`src/rtl/stage4_mem_if.sv`:
```
// Pipeline-side bus bundle of the memory-access stage: EX->MEM input, MEM->WB output,
// MEM->ID forwarding and the synchronous data SRAM read data.
interface stage4_mem_if #(
    parameter int unsigned ES_BUS_W = 76,
    parameter int unsigned MS_BUS_W = 70,
    parameter int unsigned FWD_W    = 39
);
    logic                ws_allow_in;
    logic                ms_allow_in;
    logic                es_to_ms_valid;
    logic                ms_to_ws_valid;
    logic [ES_BUS_W-1:0] es_to_ms_bus;
    logic [MS_BUS_W-1:0] ms_to_ws_bus;
    logic [FWD_W-1:0]    ms_to_ds_bus;
    logic [31:0]         data_sram_rdata;

    // Environment side (EX, WB, ID, SRAM).
    modport master (
        output ws_allow_in,
        input  ms_allow_in,
        output es_to_ms_valid,
        input  ms_to_ws_valid,
        output es_to_ms_bus,
        input  ms_to_ws_bus,
        input  ms_to_ds_bus,
        output data_sram_rdata
    );

    // The MEM stage itself.
    modport slave (
        input  ws_allow_in,
        output ms_allow_in,
        input  es_to_ms_valid,
        output ms_to_ws_valid,
        input  es_to_ms_bus,
        output ms_to_ws_bus,
        output ms_to_ds_bus,
        input  data_sram_rdata
    );
endinterface

```
`src/rtl/stage4_mem.sv`:
```
// Memory-access stage: captures the EX->MEM bus, extends SRAM load data, and buffers the
// one-cycle-valid SRAM read data while WB back-pressures.
module stage4_mem #(
    parameter int unsigned ES_BUS_W = 76,
    parameter int unsigned MS_BUS_W = 70,
    parameter int unsigned FWD_W    = 39
) (
    input  logic        clk,
    input  logic        reset,
    stage4_mem_if.slave pipe
);

    logic                ms_valid;
    logic                ms_ready_go;
    logic [ES_BUS_W-1:0] bus_reg;
    logic [31:0]         rdata_buf;
    logic                buf_vld;
    logic                first;

    logic [4:0]  ld_op;
    logic [31:0] alu_result;
    logic [4:0]  dest;
    logic        res_from_mem;
    logic        gr_we;
    logic [31:0] pc;

    logic [31:0] raw;
    logic [7:0]  byte_sel;
    logic [15:0] half_sel;
    logic [31:0] load_data;
    logic [31:0] final_result;

    assign ms_ready_go = 1'b1;

    assign ld_op        = bus_reg[75:71];
    assign alu_result   = bus_reg[70:39];
    assign dest         = bus_reg[38:34];
    assign res_from_mem = bus_reg[33];
    assign gr_we        = bus_reg[32];
    assign pc           = bus_reg[31:0];

    // Handshake towards EX and WB; WB readiness never feeds ms_to_ws_valid.
    always_comb begin
        pipe.ms_allow_in    = !ms_valid | (ms_ready_go & pipe.ws_allow_in);
        pipe.ms_to_ws_valid = ms_valid & ms_ready_go;
    end

    // Stage valid bit, captured bus and first-cycle marker.
    always_ff @(posedge clk or posedge reset) begin
        if (reset) begin
            ms_valid <= 1'b0;
            bus_reg  <= '0;
            first    <= 1'b0;
        end else begin
            if (pipe.ms_allow_in) begin
                ms_valid <= pipe.es_to_ms_valid;
            end
            if (pipe.es_to_ms_valid & pipe.ms_allow_in) begin
                bus_reg <= pipe.es_to_ms_bus;
            end
            // SRAM data belongs to this load only in the cycle right after it entered.
            first <= pipe.es_to_ms_valid & pipe.ms_allow_in;
        end
    end

    // Hold SRAM read data while WB stalls; leaving MEM clears the hold before a new entry.
    always_ff @(posedge clk or posedge reset) begin
        if (reset) begin
            rdata_buf <= '0;
            buf_vld   <= 1'b0;
        end else if (ms_valid & ms_ready_go & pipe.ws_allow_in) begin
            buf_vld <= 1'b0;
        end else if (ms_valid & first & res_from_mem & !pipe.ws_allow_in) begin
            rdata_buf <= pipe.data_sram_rdata;
            buf_vld   <= 1'b1;
        end
    end

    // Byte/half extraction and sign/zero extension of the load data.
    always_comb begin
        raw = buf_vld ? rdata_buf : pipe.data_sram_rdata;
        byte_sel = raw[7:0];
        unique case (alu_result[1:0])
            2'd0: byte_sel = raw[7:0];
            2'd1: byte_sel = raw[15:8];
            2'd2: byte_sel = raw[23:16];
            2'd3: byte_sel = raw[31:24];
            default: byte_sel = raw[7:0];
        endcase
        half_sel = alu_result[1] ? raw[31:16] : raw[15:0];

        load_data = raw;
        if (ld_op[1]) begin
            load_data = {{24{byte_sel[7]}}, byte_sel};
        end else if (ld_op[2]) begin
            load_data = {24'd0, byte_sel};
        end else if (ld_op[3]) begin
            load_data = {{16{half_sel[15]}}, half_sel};
        end else if (ld_op[4]) begin
            load_data = {16'd0, half_sel};
        end
        final_result = res_from_mem ? load_data : alu_result;
    end

    // Write-back bus and forwarding bus; an empty slot never advertises a register write.
    always_comb begin
        pipe.ms_to_ws_bus = {final_result, dest, gr_we, pc};
        pipe.ms_to_ds_bus = {gr_we & ms_valid, dest, res_from_mem & ms_valid, final_result};
    end

endmodule

```
`src/flat_wrapper.sv`:
```
// flat-port wrapper written by rule: the top's interface ports become plain ports
module stage4_mem_flat 
#(
    parameter int unsigned ES_BUS_W = 76,
    parameter int unsigned MS_BUS_W = 70,
    parameter int unsigned FWD_W    = 39
)
  (clk, reset, pipe_ws_allow_in, pipe_ms_allow_in, pipe_es_to_ms_valid, pipe_ms_to_ws_valid, pipe_es_to_ms_bus, pipe_ms_to_ws_bus, pipe_ms_to_ds_bus, pipe_data_sram_rdata);
  stage4_mem_if #(.ES_BUS_W(ES_BUS_W), .MS_BUS_W(MS_BUS_W), .FWD_W(FWD_W)) pipe_i ();
  input  logic clk;
  input  logic reset;
  input wire logic [$bits(pipe_i.ws_allow_in)-1:0] pipe_ws_allow_in;
  output wire logic [$bits(pipe_i.ms_allow_in)-1:0] pipe_ms_allow_in;
  input wire logic [$bits(pipe_i.es_to_ms_valid)-1:0] pipe_es_to_ms_valid;
  output wire logic [$bits(pipe_i.ms_to_ws_valid)-1:0] pipe_ms_to_ws_valid;
  input wire logic [$bits(pipe_i.es_to_ms_bus)-1:0] pipe_es_to_ms_bus;
  output wire logic [$bits(pipe_i.ms_to_ws_bus)-1:0] pipe_ms_to_ws_bus;
  output wire logic [$bits(pipe_i.ms_to_ds_bus)-1:0] pipe_ms_to_ds_bus;
  input wire logic [$bits(pipe_i.data_sram_rdata)-1:0] pipe_data_sram_rdata;
  assign pipe_i.ws_allow_in = pipe_ws_allow_in;
  assign pipe_ms_allow_in = pipe_i.ms_allow_in;
  assign pipe_i.es_to_ms_valid = pipe_es_to_ms_valid;
  assign pipe_ms_to_ws_valid = pipe_i.ms_to_ws_valid;
  assign pipe_i.es_to_ms_bus = pipe_es_to_ms_bus;
  assign pipe_ms_to_ws_bus = pipe_i.ms_to_ws_bus;
  assign pipe_ms_to_ds_bus = pipe_i.ms_to_ds_bus;
  assign pipe_i.data_sram_rdata = pipe_data_sram_rdata;
  stage4_mem #(.ES_BUS_W(ES_BUS_W), .MS_BUS_W(MS_BUS_W), .FWD_W(FWD_W)) u_core (.clk(clk), .reset(reset), .pipe(pipe_i));
endmodule
```
`config.mk`:
```
export PLATFORM = sky130hd
export DESIGN_NAME = stage4_mem_flat
export DESIGN_NICKNAME = d
export VERILOG_FILES = /design/src/rtl/stage4_mem_if.sv /design/src/rtl/stage4_mem.sv /design/src/flat_wrapper.sv
export SDC_FILE = /design/constraint.sdc
export NUM_CORES = 1
export LEC_CHECK = 0
export BUFFER_PORTS_ARGS = -buffer_cell sky130_fd_sc_hd__clkbuf_2
export CORE_ASPECT_RATIO = 1.25
export CORE_MARGIN = 1.5
export CORE_UTILIZATION = 45
export CTS_BUF_LIST = sky130_fd_sc_hd__clkbuf_2 sky130_fd_sc_hd__clkbuf_4 sky130_fd_sc_hd__clkbuf_8
export CTS_CLUSTER_SIZE = 28
export DETAILED_ROUTE_END_ITERATION = 10
export GPL_TIMING_DRIVEN = 0
export PLACE_DENSITY_LB_ADDON = 0.05
export SLEW_MARGIN = 20
export SYNTH_ARGS = -nofsm -noshare
export SYNTH_HDL_FRONTEND = slang
export SYNTH_SLANG_ARGS = --single-unit
export TNS_END_PERCENT = 1
```
`constraint.sdc`:
```
create_clock -name clk -period 4.5 [get_ports clk]
set_input_delay 0.45 -clock clk [delete_from_list [all_inputs] [get_ports clk]]
set_output_delay 0.45 -clock clk [all_outputs]
set_load 0.02 [all_outputs]
```
==> results.cfg <==
[run_status]
status = complete, no violations

[timing]
rsz0062_at_grt = no
max_freq_mhz = 289
slew_viol_final = 0
period_share_pct = 77.0
tns_ps = 0
slew_headroom_pct = 45.2
whs_ps = 106
tightest_slew_ps = 816
finalClockSkew_ps = 6.30
hold_violations = 0
setup_violations = 0
layout_min_cycle_time_ps = 3460

[yosys]
synth_edf_count = 0
syn_avg_cell_area_um2 = 11.8
synth_top_family_by_area = multiplexers
synth_adder_area_share_pct = 0
ys_seq_elements = 110
syn_inst = 498
synth_warnings = 0
netlist_area_um2 = 5870
synth_compound_area_share_pct = 7.73
ys_seq_area_share_pct = 46.9
synth-simple-area-share_pct = 5.52
synth_nets = 610
synth_cell_type_count = 35
synthArstFlopShare_pct = 100
ys.flop_type = dfrtp_1
synthXorXnorAreaFrac_pct = 0
synth_mux_area_share_pct = 27.8

[detailed_routing]
drt-vias-per-instance = 5.04
firstDrtPassIters = 4
finalWirelength_um = 15300
post_drt_wl_per_cell_um = 16.9
drtIter0Drc = 112
ant_nets = 0
vias = 4554
drc = 0

[floorplanning]
row_count = 46
coreArea_um2 = 12700
die_h_um = 131
die_w_um = 105
die_area_um2 = 13700
num_io_pins = 223
start_util_pct = 46.2

[clocking]
clock-sinks = 110
cts_tree = built
clk_latency_ps = 370
cts_setup_buffers = 0
cts_max_level = 3
cts-root-buf = clkbuf_8
clk_pin_slew_ps = 100
cts_buffers = 9
hold_buffers = 0
cts_resized = 0
clk_path_buf_depth = 2

[layout]
nets = 843
final_layout_size_suffix_gt1_share_pct = 58.7
layout_common_cells = clkbuf_2, mux2_2, dfrtp_1
antenna_cells = 0
syn_to_final_growth_pct = 27.1
final_common_cell = clkbuf_2
finalNonFillerCells = 904
largest_register_ffs = 75

[placed_design]
port_buffers = 221
hpwl_um = 12300
gp_congestion = 0.904
place_inst = 888

[critical_path]
end_kind = primary output
worstPathRequired_ps = 4050
cp_top_family = multiplexers
cpPeakStageDelay_ps = 540
start_kind = register
crit_chain = buf_6, mux2_1, mux4_2, a221o_1, buf_6, o22a_1, buf_4, clkbuf_2
crit_buf_inv = 4
crit_slowest_cell = a221o_1
crit_fanout = 10
critPathKind = reg -> out
crit_arrival_ps = 3010
crit_top_cell = buf_6

[run]
cap_violations = 0

[global_routing]
grt-ovfl-total = 0
grt_usage_pct = 22.7
antenna_found_initial = 0
grt_max_degree = 61
grt_pass1_vias = 4768
grt_pass1_wl_um = 23900

[power_and_ir_drop]
power_per_cell_area_nw_per_um2 = 440
vdd_drop_max_v = 0.000218
power.leakage_nw = 3.68

[worst_hold_path]
min_path_type = in -> async
==> metal layers <==
metal | vias to the layer above | wire, um | GRT usage, %
met4 | 0 | 340 | 8.70
met3 | 19 | 967 | 5.41
met1 | 2202 | 6010 | 26.5
met5 | - | 0 | 0
li1 | 2148 | - | -
met2 | 185 | 7970 | 40.8
==> cell families after synthesis <==
group                  Yosys count
AND/OR/NAND/NOR                 69
AO/OA/AOI/OAI                   62
multiplexers                   147
flip-flops                     110
buffers and inverters          110
==> synthesized netlist by cell type (6+ instances only) <==
cell type | count | share of area (%)
o22a_1 | 16 | 2.4
nand2_1 | 16 | 1.0
o211ai_1 | 7 | 0.89
a22o_1 | 6 | 0.89
buf_4 | 75 | 9.6
o21ai_0 | 10 | 0.85
dfrtp_1 | 110 | 47
mux2_2 | 111 | 21
clkbuf_1 | 26 | 1.7
nor2_1 | 28 | 1.8
a31oi_1 | 9 | 0.96
mux2i_1 | 32 | 5.5
==> area by class of cell <==
type | instances | area [um^2]
timing repair buffer | 222 | 1130
clock buffer | 10 | 131
buffer | 105 | 693
multi-input combinational | 278 | 2410
inverter | 5 | 23.8
clock inverter | 6 | 109
fill | 1156 | 5260
sequential | 110 | 2750
tap | 168 | 210
==> power by group <==
group	internal [W]	switching (W)	total [W]	leakage, nW
registers	0.00118	0.000100	0.00128	1.30
clock network	0.000376	0.000334	0.000710	0.124
logic	0.000605	0.000690	0.00129	2.25
total	0.00216	0.00112	0.00328	3.68
==> worst reg2reg max path, stage by stage, from the launching register on <==
cell and delay, ps:
dfrtp_1 430, nand2b_1 70, clkbuf_1 150, nand2_1 410, clkbuf_1 530, mux2_2 400
==> stage by stage <==
stage / setup slack [ps] / util, % / area (um^2) / power [W]
6_report: 1040 / 58.7 / 7460 / 0.00328
5_1_grt: 945 / 58.7 / 7460 / 0.00347
4_1_cts: 1010 / 58.7 / 7460 / 0.00332
3_5_place_dp: 1440 / 56.8 / 7220 / 0.00260
3_3_place_gp: -150 / 56.5 / 7190 / 0.00256
2_1_floorplan: 1150 / - / 5870 / 0.00220
==> path summary, 6_finish.rpt <==
kind | endpoint | slack, ps | cells after the start | from
max in group asynchronous | u_core.bus_reg[65] | 3720 | 3 | reset
max reg2reg | u_core.bus_reg[42] | 2400 | 5 | u_core.pipe.ms_to_ws_valid
min in group clk | u_core.bus_reg[62] | 300 | 2 | pipe_es_to_ms_bus[62]
max | pipe_ms_to_ws_bus[62] | 1040 | 8 | u_core.buf_vld
min | u_core.bus_reg[15] | 110 | 2 | reset
min reg2reg | u_core.rdata_buf[30] | 510 | 1 | u_core.rdata_buf[30]
(Power assumes the default switching activity.)
